--- src/rtl/wlan_interleaver_if.sv ---
// Serial coded-bit stream into the interleaver and symbol-framed bit stream out to the mapper.
interface wlan_interleaver_if;
  logic mode;
  logic in_bit;
  logic in_valid;
  logic in_ready;
  logic out_bit;
  logic out_valid;
  logic out_ready;
  logic out_sof;
  logic out_eof;

  modport master (
    output mode, in_bit, in_valid, out_ready,
    input  in_ready, out_bit, out_valid, out_sof, out_eof
  );

  modport slave (
    input  mode, in_bit, in_valid, out_ready,
    output in_ready, out_bit, out_valid, out_sof, out_eof
  );
endinterface

--- src/rtl/wlan_interleaver.sv ---
// 802.11a BPSK/QPSK transmit interleaver: permuted writes into a ping-pong bit buffer,
// in-order symbol readout. Each bank remembers its own symbol length (48 or 96).
module wlan_interleaver #(
  parameter int NCBPS_MAX = 96,
  parameter int K_W       = 7
) (
  input logic             clk,
  input logic             reset,
  wlan_interleaver_if.slave bus
);

  // Row/column permutation with 16 columns: p = (len/16)*(k mod 16) + k/16.
  function automatic logic [K_W-1:0] perm_idx(input logic [K_W-1:0] k, input logic len96);
    logic [K_W-1:0] row;
    logic [K_W-1:0] col;
    row = k & K_W'(15);
    col = k >> 3'd4;
    if (len96) begin
      perm_idx = row * K_W'(6) + col;
    end else begin
      perm_idx = row * K_W'(3) + col;
    end
  endfunction

  function automatic logic [K_W-1:0] last_idx(input logic len96);
    if (len96) begin
      last_idx = K_W'(95);
    end else begin
      last_idx = K_W'(47);
    end
  endfunction

  logic [NCBPS_MAX-1:0] bank_r [2];
  logic [1:0]           full_r;
  logic [1:0]           len96_r;
  logic                 wb_r;
  logic                 rb_r;
  logic [K_W-1:0]       k_r;
  logic [K_W-1:0]       j_r;

  logic                 wr_fire_s;
  logic                 wr_len96_s;
  logic                 wr_last_s;
  logic [K_W-1:0]       wr_pos_s;
  logic                 rd_fire_s;
  logic                 rd_last_s;

  // Handshake qualification; mode only matters on the first bit of a symbol.
  always_comb begin
    wr_fire_s = bus.in_valid & ~full_r[wb_r];
    if (k_r == '0) begin
      wr_len96_s = bus.mode;
    end else begin
      wr_len96_s = len96_r[wb_r];
    end
    wr_pos_s  = perm_idx(k_r, wr_len96_s);
    wr_last_s = (k_r == last_idx(wr_len96_s));
    rd_fire_s = full_r[rb_r] & bus.out_ready;
    rd_last_s = (j_r == last_idx(len96_r[rb_r]));
  end

  // Bank storage plus write/read pointers; both sides may complete a bank on the same edge.
  always_ff @(posedge clk or negedge reset) begin
    if (!reset) begin
      bank_r[0] <= '0;
      bank_r[1] <= '0;
      full_r    <= 2'b00;
      len96_r   <= 2'b00;
      wb_r      <= 1'b0;
      rb_r      <= 1'b0;
      k_r       <= '0;
      j_r       <= '0;
    end else begin
      if (wr_fire_s) begin
        bank_r[wb_r][wr_pos_s] <= bus.in_bit;
        if (k_r == '0) begin
          len96_r[wb_r] <= bus.mode;
        end
        if (wr_last_s) begin
          full_r[wb_r] <= 1'b1;
          k_r          <= '0;
          wb_r         <= ~wb_r;
        end else begin
          k_r <= k_r + K_W'(1);
        end
      end
      if (rd_fire_s) begin
        if (rd_last_s) begin
          full_r[rb_r] <= 1'b0;
          j_r          <= '0;
          rb_r         <= ~rb_r;
        end else begin
          j_r <= j_r + K_W'(1);
        end
      end
    end
  end

  // Output mux from registered state; everything reads as zero while no symbol is pending.
  always_comb begin
    bus.in_ready  = ~full_r[wb_r];
    bus.out_valid = full_r[rb_r];
    if (full_r[rb_r]) begin
      bus.out_bit = bank_r[rb_r][j_r];
      bus.out_sof = (j_r == '0);
      bus.out_eof = rd_last_s;
    end else begin
      bus.out_bit = 1'b0;
      bus.out_sof = 1'b0;
      bus.out_eof = 1'b0;
    end
  end

endmodule

--- src/flat_wrapper.sv ---
// flat-port wrapper written by rule: the top's interface ports become plain ports
module wlan_interleaver_flat 
#(
  parameter int NCBPS_MAX = 96,
  parameter int K_W       = 7
)
  (clk, reset, bus_mode, bus_in_bit, bus_in_valid, bus_out_ready, bus_in_ready, bus_out_bit, bus_out_valid, bus_out_sof, bus_out_eof);
  wlan_interleaver_if bus_i ();
  input logic clk;
  input logic reset;
  input wire logic [$bits(bus_i.mode)-1:0] bus_mode;
  input wire logic [$bits(bus_i.in_bit)-1:0] bus_in_bit;
  input wire logic [$bits(bus_i.in_valid)-1:0] bus_in_valid;
  input wire logic [$bits(bus_i.out_ready)-1:0] bus_out_ready;
  output wire logic [$bits(bus_i.in_ready)-1:0] bus_in_ready;
  output wire logic [$bits(bus_i.out_bit)-1:0] bus_out_bit;
  output wire logic [$bits(bus_i.out_valid)-1:0] bus_out_valid;
  output wire logic [$bits(bus_i.out_sof)-1:0] bus_out_sof;
  output wire logic [$bits(bus_i.out_eof)-1:0] bus_out_eof;
  assign bus_i.mode = bus_mode;
  assign bus_i.in_bit = bus_in_bit;
  assign bus_i.in_valid = bus_in_valid;
  assign bus_i.out_ready = bus_out_ready;
  assign bus_in_ready = bus_i.in_ready;
  assign bus_out_bit = bus_i.out_bit;
  assign bus_out_valid = bus_i.out_valid;
  assign bus_out_sof = bus_i.out_sof;
  assign bus_out_eof = bus_i.out_eof;
  wlan_interleaver #(.NCBPS_MAX(NCBPS_MAX), .K_W(K_W)) u_core (.clk(clk), .reset(reset), .bus(bus_i));
endmodule
--- config.mk ---
export PLATFORM = sky130hd
export DESIGN_NAME = wlan_interleaver_flat
export DESIGN_NICKNAME = d
export VERILOG_FILES = /design/src/rtl/wlan_interleaver_if.sv /design/src/rtl/wlan_interleaver.sv /design/src/flat_wrapper.sv
export SDC_FILE = /design/constraint.sdc
export NUM_CORES = 1
export LEC_CHECK = 0
export ABC_AREA = 1
export ABC_CLOCK_PERIOD_IN_PS = 6600
export CORE_MARGIN = 1.5
export CORE_UTILIZATION = 40
export CTS_BUF_LIST = sky130_fd_sc_hd__clkbuf_4 sky130_fd_sc_hd__clkbuf_8
export DETAILED_ROUTE_END_ITERATION = 10
export GPL_TIMING_DRIVEN = 0
export PLACE_DENSITY = 0.64
export SLEW_MARGIN = 10
export SYNTH_ARGS = -nofsm -noshare
export SYNTH_HDL_FRONTEND = slang
export SYNTH_SLANG_ARGS = --single-unit
--- constraint.sdc ---
create_clock -name clk -period 6.6 [get_ports clk]
set_clock_uncertainty 0.15 [all_clocks]
set_input_delay 1.32 -clock clk [delete_from_list [all_inputs] [get_ports clk]]
set_output_delay 1.32 -clock clk [all_outputs]
set_load 0.05 [all_outputs]
# Yosys cells after proc, flatten, opt, wreduce, memory -nomap -nowiden
# Index checks and enable logic that the tools add are counted.
# Widths: inputs -> output; s select.
word_totals:
  wordCells: 81
  input_bits: 6
  register_bits: 212
classes:
  n_bitwise: 10
  n_reduce_logical: 9
  n_lt_le_gt_ge: 10
  add_sub_neg: 4
  n_mul: 2
  n_mux: 36
  eq_ne: 2
ops:
  columns: ["op", "count"]
  rows:
  - ["$mux 96", 4]
  - ["$bwmux 192", 1]
  - ["$demux 96 s1", 1]
  - ["$mux 7", 5]
  - ["$lt 7x8->1 const B", 2]
  - ["$mux 1", 16]
  - ["$add 7x1->7 const B", 2]
  - ["$add 7x3->7", 2]
  - ["$eq 7x7->1", 2]
  - ["$logic_not 7->1", 2]
  - ["$mul 4x2->6 const B", 2]
  - ["$mux 2", 4]
  - ["$bmux 1 s7", 1]
  - ["$demux 1 s7", 1]
  - ["$ge 7x1->1 const B", 1]
  - ["$reduce_and 2->1", 3]
  - ["$ge 2x2->1 const B", 2]
  - ["$logic_and 1x1->1", 4]
  - ["$lt 1x2->1 const B", 2]
  - ["$not 1->2", 2]
  - ["$not 1->1", 3]
  - ["$and 1x1->1", 2]
  - ["$and 2x2->2", 1]
  - ["$bwmux 2", 1]
  - ["other kinds (5)", 7]

# Logic depth before layout (Yosys ltp)
# Gate-level depths: netlist of the first run.
logic_depth:
  word_depth: 11
  mapped_depth: 19
  ltp_nobuf: 18

# Worst setup path after synthesis of the first run
# Ideal clock, no wire load.
synth_timing:
  kind: "reg2out"
  startpoint: "register u_core.rb_r"
  endpoint: "output port bus_out_sof"
  path_buffers: 2
  stages_incl_launch_ff: 6
  required_ps: 5130
  arrival_time_ps: 3234
  slack_ps: 1896
  path_cell_list: "dfrtp_1 buf_2 clkbuf_1 o21ai_0 inv_1 nor3_1"
synth_between:
  elab_chain_len: 3
synth_rtl:
  columns: ["item", "line_no", "rtl"]
  rows:
  - ["from (decl)", "wlan_interleaver.sv:37", "logic rb_r;"]
  - ["from (signal assigned)", "wlan_interleaver.sv:91", "rb_r <= ~rb_r;"]
  - ["$mux 1 (2 in series)", null, null]
  - ["via bus_out_valid", "flat_wrapper.sv:17", "output wire logic [$bits(bus_i.out_valid)-1:0] bus_out_valid;"]
  - ["$mux 1", "wlan_interleaver.sv:103", "if (full_r[rb_r]) begin"]
  - ["to (decl)", "flat_wrapper.sv:18", "output wire logic [$bits(bus_i.out_sof)-1:0] bus_out_sof;"]
# The timed path passes the listed nets, and every way through them passes these cells. The select of a mux whose other input is x is not followed.

# Final worst setup path of the first run
layout_timing:
  startpoint: "register u_core.rb_r"
  endpoint: "output port bus_out_bit"
layout_between:
  elab_chain_len: 7
  elab_cells_between_ends: 9
  classes_between: "mux (8); bitwise (1)"
layout_rtl:
  columns: ["item", "line_no", "rtl"]
  rows:
  - ["$not 1->2 (not written as such)", "wlan_interleaver.sv:104", "bus.out_bit = bank_r[rb_r][j_r];"]
  - ["$mux 96 (not written as such) (3 in series)", "wlan_interleaver.sv:104", null]
  - ["$bmux 1 s7", "wlan_interleaver.sv:104", null]
  - ["$mux 1 (not written as such)", "wlan_interleaver.sv:104", null]
  - ["$mux 1 *", "wlan_interleaver.sv:103", null]
  - ["to (decl)", "flat_wrapper.sv:16", "output wire logic [$bits(bus_i.out_bit)-1:0] bus_out_bit;"]
# Mark *: on every way between the ends. The rest lies on a longest branch, timed or not. The select of a mux whose other input is x is not followed.

==> metrics, run 1 <==
final period utilization=89.9%; flops & latches, synth=212; crit path time final=5930 ps; Total Routing Usage GR=30.4%; count of hold buffers inserted by post-cts repair=0; post-route antenna net violation count=0; Post-Syn Nets=1981; die height=188 um; count of mapped cells out of synthesis=1959; proportion of synthesized chip area in sequential cells=38.9%; Crit Path Class=register to primary output; drt wl/cell=21.7 um; DIE AREA=35200 um2; ordered list of cells on the worst path=buf_2 > clkbuf_1 > clkbuf_1 > o21ai_0 > o211ai_1 > nand3_1 > nand3_1 > nand2_1 > nand3_1 > nand2_1 > a21oi_1 > clkdlybuf4s50_1; CP startpoint kind=register; root buffer cell=clkbuf_8; compound-gate portion of the synthesized area=7.66%; gpl congestion=0.963; vias per inst=5.70; clock latency of the later-clocked register in the worst-skew pair=580 ps; count of pins on the block boundary=11; total number of vias=14200; level count of the clock H-tree=2; effective utilization at floorplan=40.7%; clock-pin slew on the worst setup and hold paths=60 ps; Hold Fails Final Rpt=0; number of inserted filler cells in the final layout=3453; wirelength, routed=53900 um; Post-Synth Simple-Gate Area=36.5%; Num CTS Buffers=40; max-capacitance violation count=0; TritonCTS clock tree=yes; top-area cell type share of the netlist area=38.9%; number of detailed-routing iterations run before antenna repair=8; DRT iter0 DRCs=2326; EDFF count, synth=0; Post-Synthesis Mean Instance Area=6.96 um2; placed instance area=14400 um2; library cell with the largest summed area after synthesis=dfrtp_1; result of the run=complete, no violations; standard cell with the maximum stage delay on the critical path=clkbuf_1; relative area change from synthesis to final layout=11.0%; RSZ-0062 raised after global routing=false; slew at the pin with the worst max-slew slack=1100 ps; Peak Freq=169 MHz; crit path buf inv count=4; design area=15100 um2; maximum number of pins on one net before global-route repair=94; Core Area=33500 um2; buffer levels on the longest clock path=3; detailed-placement wirelength estimate=35500 um; Main synth FF type=dfrtp_1; initial antenna violation count=0; setup-violating endpoint count in the final report=0; netlist area before placement=13600 um2; total overflow reported by the global router=0; share of cell area taken by muxes after synthesis=0%; final slew viol count=0; Synth area leaders=dfrtp_1, nand2_1, inv_1; largest family of logic cells by synthesized area=simple AND/OR/NAND/NOR gates; library cell appearing most often on the critical path=nand3_1; port buffer count=9; critical path's top delay family=buffers and inverters; count of unique library cells instantiated by Yosys=40; YS warnings=0; # nets final=2034; std cell rows=67; class of the tightest hold or removal check=register to register; post-CTS sizing=0; largest fanout of any net on the critical path=10; area share of fa/ha/maj cells after synthesis=1.63%; Data arrival, critical path=4460 ps; clock tree sinks=212; delay contributed by the slowest stage of the critical path=830 ps; floorplan die width=188 um; worst rel slew slack=25.9%; share of the synthesized netlist area taken by xor and xnor gates=0.450%; ys async rst share=100%; fraction of layout instances using a drive strength above 1=10.3%; number of global-route vias before repair=13200; data required time of the worst path=5130 ps; DR DRC count=0; buffers inserted during post-CTS setup optimization=0; first-pass GRT wire length=80700 um; Setup crit end kind=primary output
## cell families after synthesis
logic type / Yosys count
compound gates: 195
xor+xnor: 7
fa+ha+maj: 16
buf+inv: 476
flops: 212
simple gates: 1053
## per-layer routing
metal	track usage [%]	vias up	part of all wire [%]
met5	0	-	0
met4	17.0	0	5.9
met3	8.12	212	13
met2	45.5	975	43
met1	39.7	6604	38
li1	-	6366	-
## cells in the final DEF (no fill, tap or decap), types with 12 or more instances in the layout
cell type | synthesis | final
buf_2 | 47 | 47
clkbuf_1 | 60 | 60
clkbuf_4 | 0 | 12
dfrtp_1 | 212 | 212
ha_1 | 13 | 13
nor2_1 | 108 | 107
buf_4 | 23 | 23
inv_1 | 316 | 316
nand4_1 | 164 | 164
clkbuf_8 | 0 | 49
a21oi_1 | 60 | 60
nand3_1 | 231 | 231
o21ai_0 | 53 | 53
nand2_1 | 495 | 495
o21ai_1 | 63 | 63
## cell usage after synthesis, types with 2 or more instances
| cell type | n |
|---|---|
| o21ai_4 | 3 |
| buf_1 | 8 |
| nor2_8 | 5 |
| nand3_1 | 231 |
| o21ai_0 | 53 |
| o22ai_1 | 3 |
| nand3b_1 | 2 |
| nor2_4 | 10 |
| clkbuf_1 | 60 |
| nor3_1 | 5 |
| inv_1 | 316 |
| buf_4 | 23 |
| o21ai_2 | 2 |
| ha_1 | 13 |
| buf_6 | 8 |
| inv_4 | 2 |
| buf_2 | 47 |
| nand3_2 | 6 |
| nand2_4 | 7 |
| o211ai_1 | 8 |
| dfrtp_1 | 212 |
| nand2_1 | 495 |
| xnor2_1 | 2 |
| a21oi_1 | 60 |
| clkinv_1 | 2 |
| o21ai_1 | 63 |
| nand4_1 | 164 |
| nor2_2 | 5 |
| nand2_2 | 11 |
| xor2_1 | 5 |
| inv_2 | 8 |
| a31oi_1 | 3 |
| nor2_1 | 108 |
| fa_1 | 3 |
## flip-flops by register name, summed over array words and instances (netlist names)
signal,cells
u_core.bank_r,192
u_core.j_r,7
u_core.k_r,7
u_core.full_r,2
u_core.len96_r,2
u_core.rb_r,1
u_core.wb_r,1
## path summary, 6_finish.rpt
| path | end | cells after the start | from | slack [ps] |
|---|---|---|---|---|
| worst max-delay path | bus_out_bit | 12 | u_core.rb_r | 670 |
| worst min-delay path | u_core.bank_r[149] | 2 | u_core.bank_r[149] | 340 |
| worst max register to register | u_core.bank_r[126] | 17 | u_core.k_r[0] | 3020 |
| worst min register to register | u_core.bank_r[149] | 2 | u_core.bank_r[149] | 340 |
| max in group asynchronous | u_core.bank_r[9] | 3 | reset | 4620 |
| min in group asynchronous | u_core.bank_r[126] | 1 | reset | 470 |
## final cells by class
cell class,count,area [um2],share of cell area (%)
Buffer,148,788,5.20
Sequential cell,212,5310,35.0
Clock inverter,4,26.3,0.173
Inverter,328,1240,8.16
Clock buffer,61,764,5.05
Tap cell,448,561,3.70
Timing Repair Buffer,11,150,0.991
Multi-Input combinational cell,1271,6310,41.7
Antenna cell,1,2.50,0.0165
## worst min-delay path, stage by stage (launching register included)
cell,delay (ps)
dfrtp_1,340
nand2_1,50
o21ai_1,60
## per-stage QoR
| step | cells | TNS (ps) | setup WS (ps) | util [%] | hold slack (ps) |
|---|---|---|---|---|---|
| final | 2484 | 0 | 669 | 45.2 | 335 |
| after CTS | 2483 | 0 | 878 | 45.2 | 337 |
| after detailed placement | 2418 | 0 | 1510 | 42.8 | 323 |
| after global placement | 2416 | -1172300 | -5550 | 42.6 | 316 |
| after global routing | 2483 | 0 | 599 | 45.2 | 357 |
| after floorplan | 1959 | 0 | 1900 | - | 304 |
Power of run 1 is not shown: default switching activity piles up to over one toggle a cycle in this logic, so the estimate is an artifact.
==> inputs of run 2 (changes only) <==
--- a/config.mk
+++ b/config.mk
@@ -5,7 +5,7 @@
 export SDC_FILE = /design/constraint.sdc
 export NUM_CORES = 1
 export LEC_CHECK = 0
-export ABC_AREA = 1
+export ABC_AREA = 0
 export ABC_CLOCK_PERIOD_IN_PS = 6600
 export CORE_MARGIN = 1.5
 export CORE_UTILIZATION = 40
@@ -13,6 +13,7 @@
 export DETAILED_ROUTE_END_ITERATION = 10
 export GPL_TIMING_DRIVEN = 0
 export PLACE_DENSITY = 0.64
+export RECOVER_POWER = 100
 export SLEW_MARGIN = 10
 export SYNTH_ARGS = -nofsm -noshare
 export SYNTH_HDL_FRONTEND = slang
==> run 2 against run 1 <==
The run now ends with max-capacitance violations, max-slew violations left. Synthesized area fell by 6.9%. Via count is 35% lower. Flip-flop and latch count unchanged. Critical path depth is 2 lower. Setup slack got worse by 280 ps. Register-to-register slack got worse by 1500 ps. Hold slack worse by 0.80 ps. Synthesized cell count shrank 44%. Critical path type unchanged. Largest cell class unchanged.
==> metrics, run 2 <==
result of the run=complete, but fails checks; violated checks=max-capacitance violations, max-slew violations; detailed-placement wirelength estimate=25600 um; number of inserted filler cells in the final layout=2970; CP startpoint kind=register; registers with the most flip-flops=u_core.bank_r (192), u_core.j_r (7), u_core.k_r (7); leak pwr=6.08 nW; count leader, synth=dfrtp_1; Post-Synthesis Mean Instance Area=11.5 um2; post-route antenna net violation count=0; relative area change from synthesis to final layout=8.84%; startpoint of the worst setup timing path=u_core.j_r[0]; worst rel slew slack=-122%; netlist area before placement=12700 um2; depth of the worst register-to-register path=11; initial antenna violation count=0; final period utilization=94.1%; setup TNS=0 ps; class of the tightest hold or removal check=register to register; Main synth FF type=dfrtp_1; floorplan die width=181 um; RSZ-0062 raised after global routing=false; fraction of layout instances using a drive strength above 1=27.5%; placed insts=1518; count of hold buffers inserted by post-cts repair=0; antenna diode instance count=0; TritonCTS clock tree=yes; data required time of the worst path=5130 ps; Num CTS Buffers=40; number of detailed-routing iterations run before antenna repair=8; Hold Path Stages=1; number of standard cells in the final layout excluding fillers=1587; effective utilization at floorplan=40.5%; # nets final=1180; count of unique library cells instantiated by Yosys=76; post-CTS sizing=0; standard cell with the maximum stage delay on the critical path=dlygate4sd3_1; delay contributed by the slowest stage of the critical path=900 ps; std cell rows=65; top library cells by usage in the layout, fill and taps aside=dfrtp_1, nor2_1, mux2_2, nand2_1, mux2_1; critical path's top delay family=buffers and inverters; crit path time final=6210 ps; port buffer count=9; library cell appearing most often on the critical path=buf_2; first-pass GRT wire length=55300 um; library cell with the largest summed area after synthesis=dfrtp_1; DR DRC count=0; top-area cell type share of the netlist area=41.8%; max-capacitance violation count=2; DRT iter0 DRCs=755; worst flop-to-flop path endpoint=u_core.bank_r[13]; Setup crit end kind=primary output; Post-Syn Nets=1127; level count of the clock H-tree=2; most used standard cells in the synthesized netlist=dfrtp_1, nor2_1, mux2_2; EDFF count, synth=0; Core Area=31400 um2; drt wl/cell=22.6 um; Largest register FFs=192; ordered list of cells on the worst path=buf_2 > buf_1 > buf_2 > mux4_2 > nand2_1 > nand3_1 > o21ai_0 > a311oi_1 > o2bb2ai_1 > dlygate4sd3_1; ys async rst share=100%; Worst Slack Setup Final=390 ps; proportion of synthesized chip area in sequential cells=41.8%; buffers inserted during post-CTS setup optimization=0; setup-violating endpoint count in the final report=0; clock tree sinks=212; worst-case setup slack after placement=1090 ps; Crit Path Class=register to primary output; crit path buf inv count=4; YS warnings=0; commonest non-fill, non-tap cell in the layout=dfrtp_1; Synth area leaders=dfrtp_1, mux2_2, mux4_2; power density of the placed cells=509 nW/um2; Crit. path cell count=10; flops & latches, synth=212; startpoint of the worst register-to-register path=u_core.k_r[0]; largest fanout of any net on the critical path=10; total number of vias=9143; Data arrival, critical path=4740 ps; Worst R2R Setup Slack=1490 ps; number of global-route vias before repair=9137; total overflow reported by the global router=0; count of mapped cells out of synthesis=1105; vias per inst=5.76; Hold Fails Final Rpt=0; clock-pin slew on the worst setup and hold paths=60 ps; clock latency of the later-clocked register in the worst-skew pair=570 ps; Peak Freq=161 MHz; buffer levels on the longest clock path=3; count of pins on the block boundary=11; largest register by flop count=u_core.bank_r; die height=181 um; DIE AREA=32800 um2; root buffer cell=clkbuf_8; Worst Setup EP=bus_out_bit; gpl congestion=0.918; final slew viol count=122; Total Routing Usage GR=22.3%; wirelength, routed=35800 um; maximum number of pins on one net before global-route repair=94; Peak VDD IR=0.333 mV; slew at the pin with the worst max-slew slack=3340 ps
-- run 2: cell count changes after synthesis, moves of 52 or more --
cell / previous run / this run
mux2_4: 0 / 61
nand2_1: 495 / 101
o21ai_1: 63 / 2
nand3_1: 231 / 45
inv_1: 316 / 14
mux2_2: 0 / 104
mux4_2: 0 / 52
nand4_1: 164 / 9
-- run 2: worst min path at each step --
| stage | from | end |
|---|---|---|
| after detailed placement | u_core.bank_r[44] | u_core.bank_r[44] |
| after CTS | u_core.bank_r[44] | u_core.bank_r[44] |
| after global placement | u_core.bank_r[133] | u_core.bank_r[133] |
| final | u_core.bank_r[134] | u_core.bank_r[134] |
| after floorplan | u_core.bank_r[132] | u_core.bank_r[132] |
| after global routing | u_core.bank_r[44] | u_core.bank_r[44] |
-- run 2: area by class of cell --
cell class | instances | area (um2) | area share (%)
Clock buffer | 57 | 722 | 5.22
Clock inverter | 12 | 143 | 1.03
Timing Repair Buffer | 11 | 116 | 0.842
Multi-Input combinational cell | 792 | 6600 | 47.8
Tap cell | 402 | 503 | 3.64
Inverter | 16 | 60.1 | 0.435
Sequential cell | 212 | 5310 | 38.4
Buffer | 85 | 369 | 2.67
-- run 2: metrics by stage --
| stage | power, mW | area [um2] | hold WS [ps] | util [%] |
|---|---|---|---|---|
| after floorplan | 4.85 | 12700 | 302 | - |
| after global routing | 7.43 | 13800 | 346 | 44.0 |
| after CTS | 7.34 | 14200 | 335 | 45.3 |
| after detailed placement | 5.92 | 13400 | 323 | 42.5 |
| final | 7.04 | 13800 | 335 | 44.0 |
| after global placement | 5.86 | 13300 | 313 | 42.3 |
-- run 2: worst reg2reg max path, delay by kind of cell, from the launching register on --
kind | cells | cell delay, ps
adders and majority gates | 3 | 1320
muxes | 2 | 1160
and+or+nand+nor | 3 | 730
buffers and inverters | 1 | 580
DFF | 1 | 530
xor gates and xnor gates | 1 | 330
AOI/OAI and AO/OA | 1 | 210
-- run 2: cells by family (layout without fill, tap and decap cells) --
family,after synthesis,count (layout),synth area share [%]
compound gates,120,120,6.10
flops,212,212,41.8
fa+ha+maj,16,16,1.75
mux,264,264,29.8
simple gates,382,382,15.6
xor+xnor,10,10,0.966
buf+inv,101,181,3.95
-- run 2: metal layers --
| metal | GRT usage (%) | wire, um |
|---|---|---|
| met1 | 31.1 | 15900 |
| met2 | 32.8 | 15600 |
| met3 | 6.01 | 2860 |
| met4 | 9.30 | 1440 |
| met5 | 0 | 0 |
-- run 2: report_power, final --
group	internal, mW	switching (mW)	total, mW
Sequential	1.62	0.209	1.83
Clock	0.821	0.587	1.41
Combinational	1.17	2.63	3.80
Power figures use the tool's default switching activity.
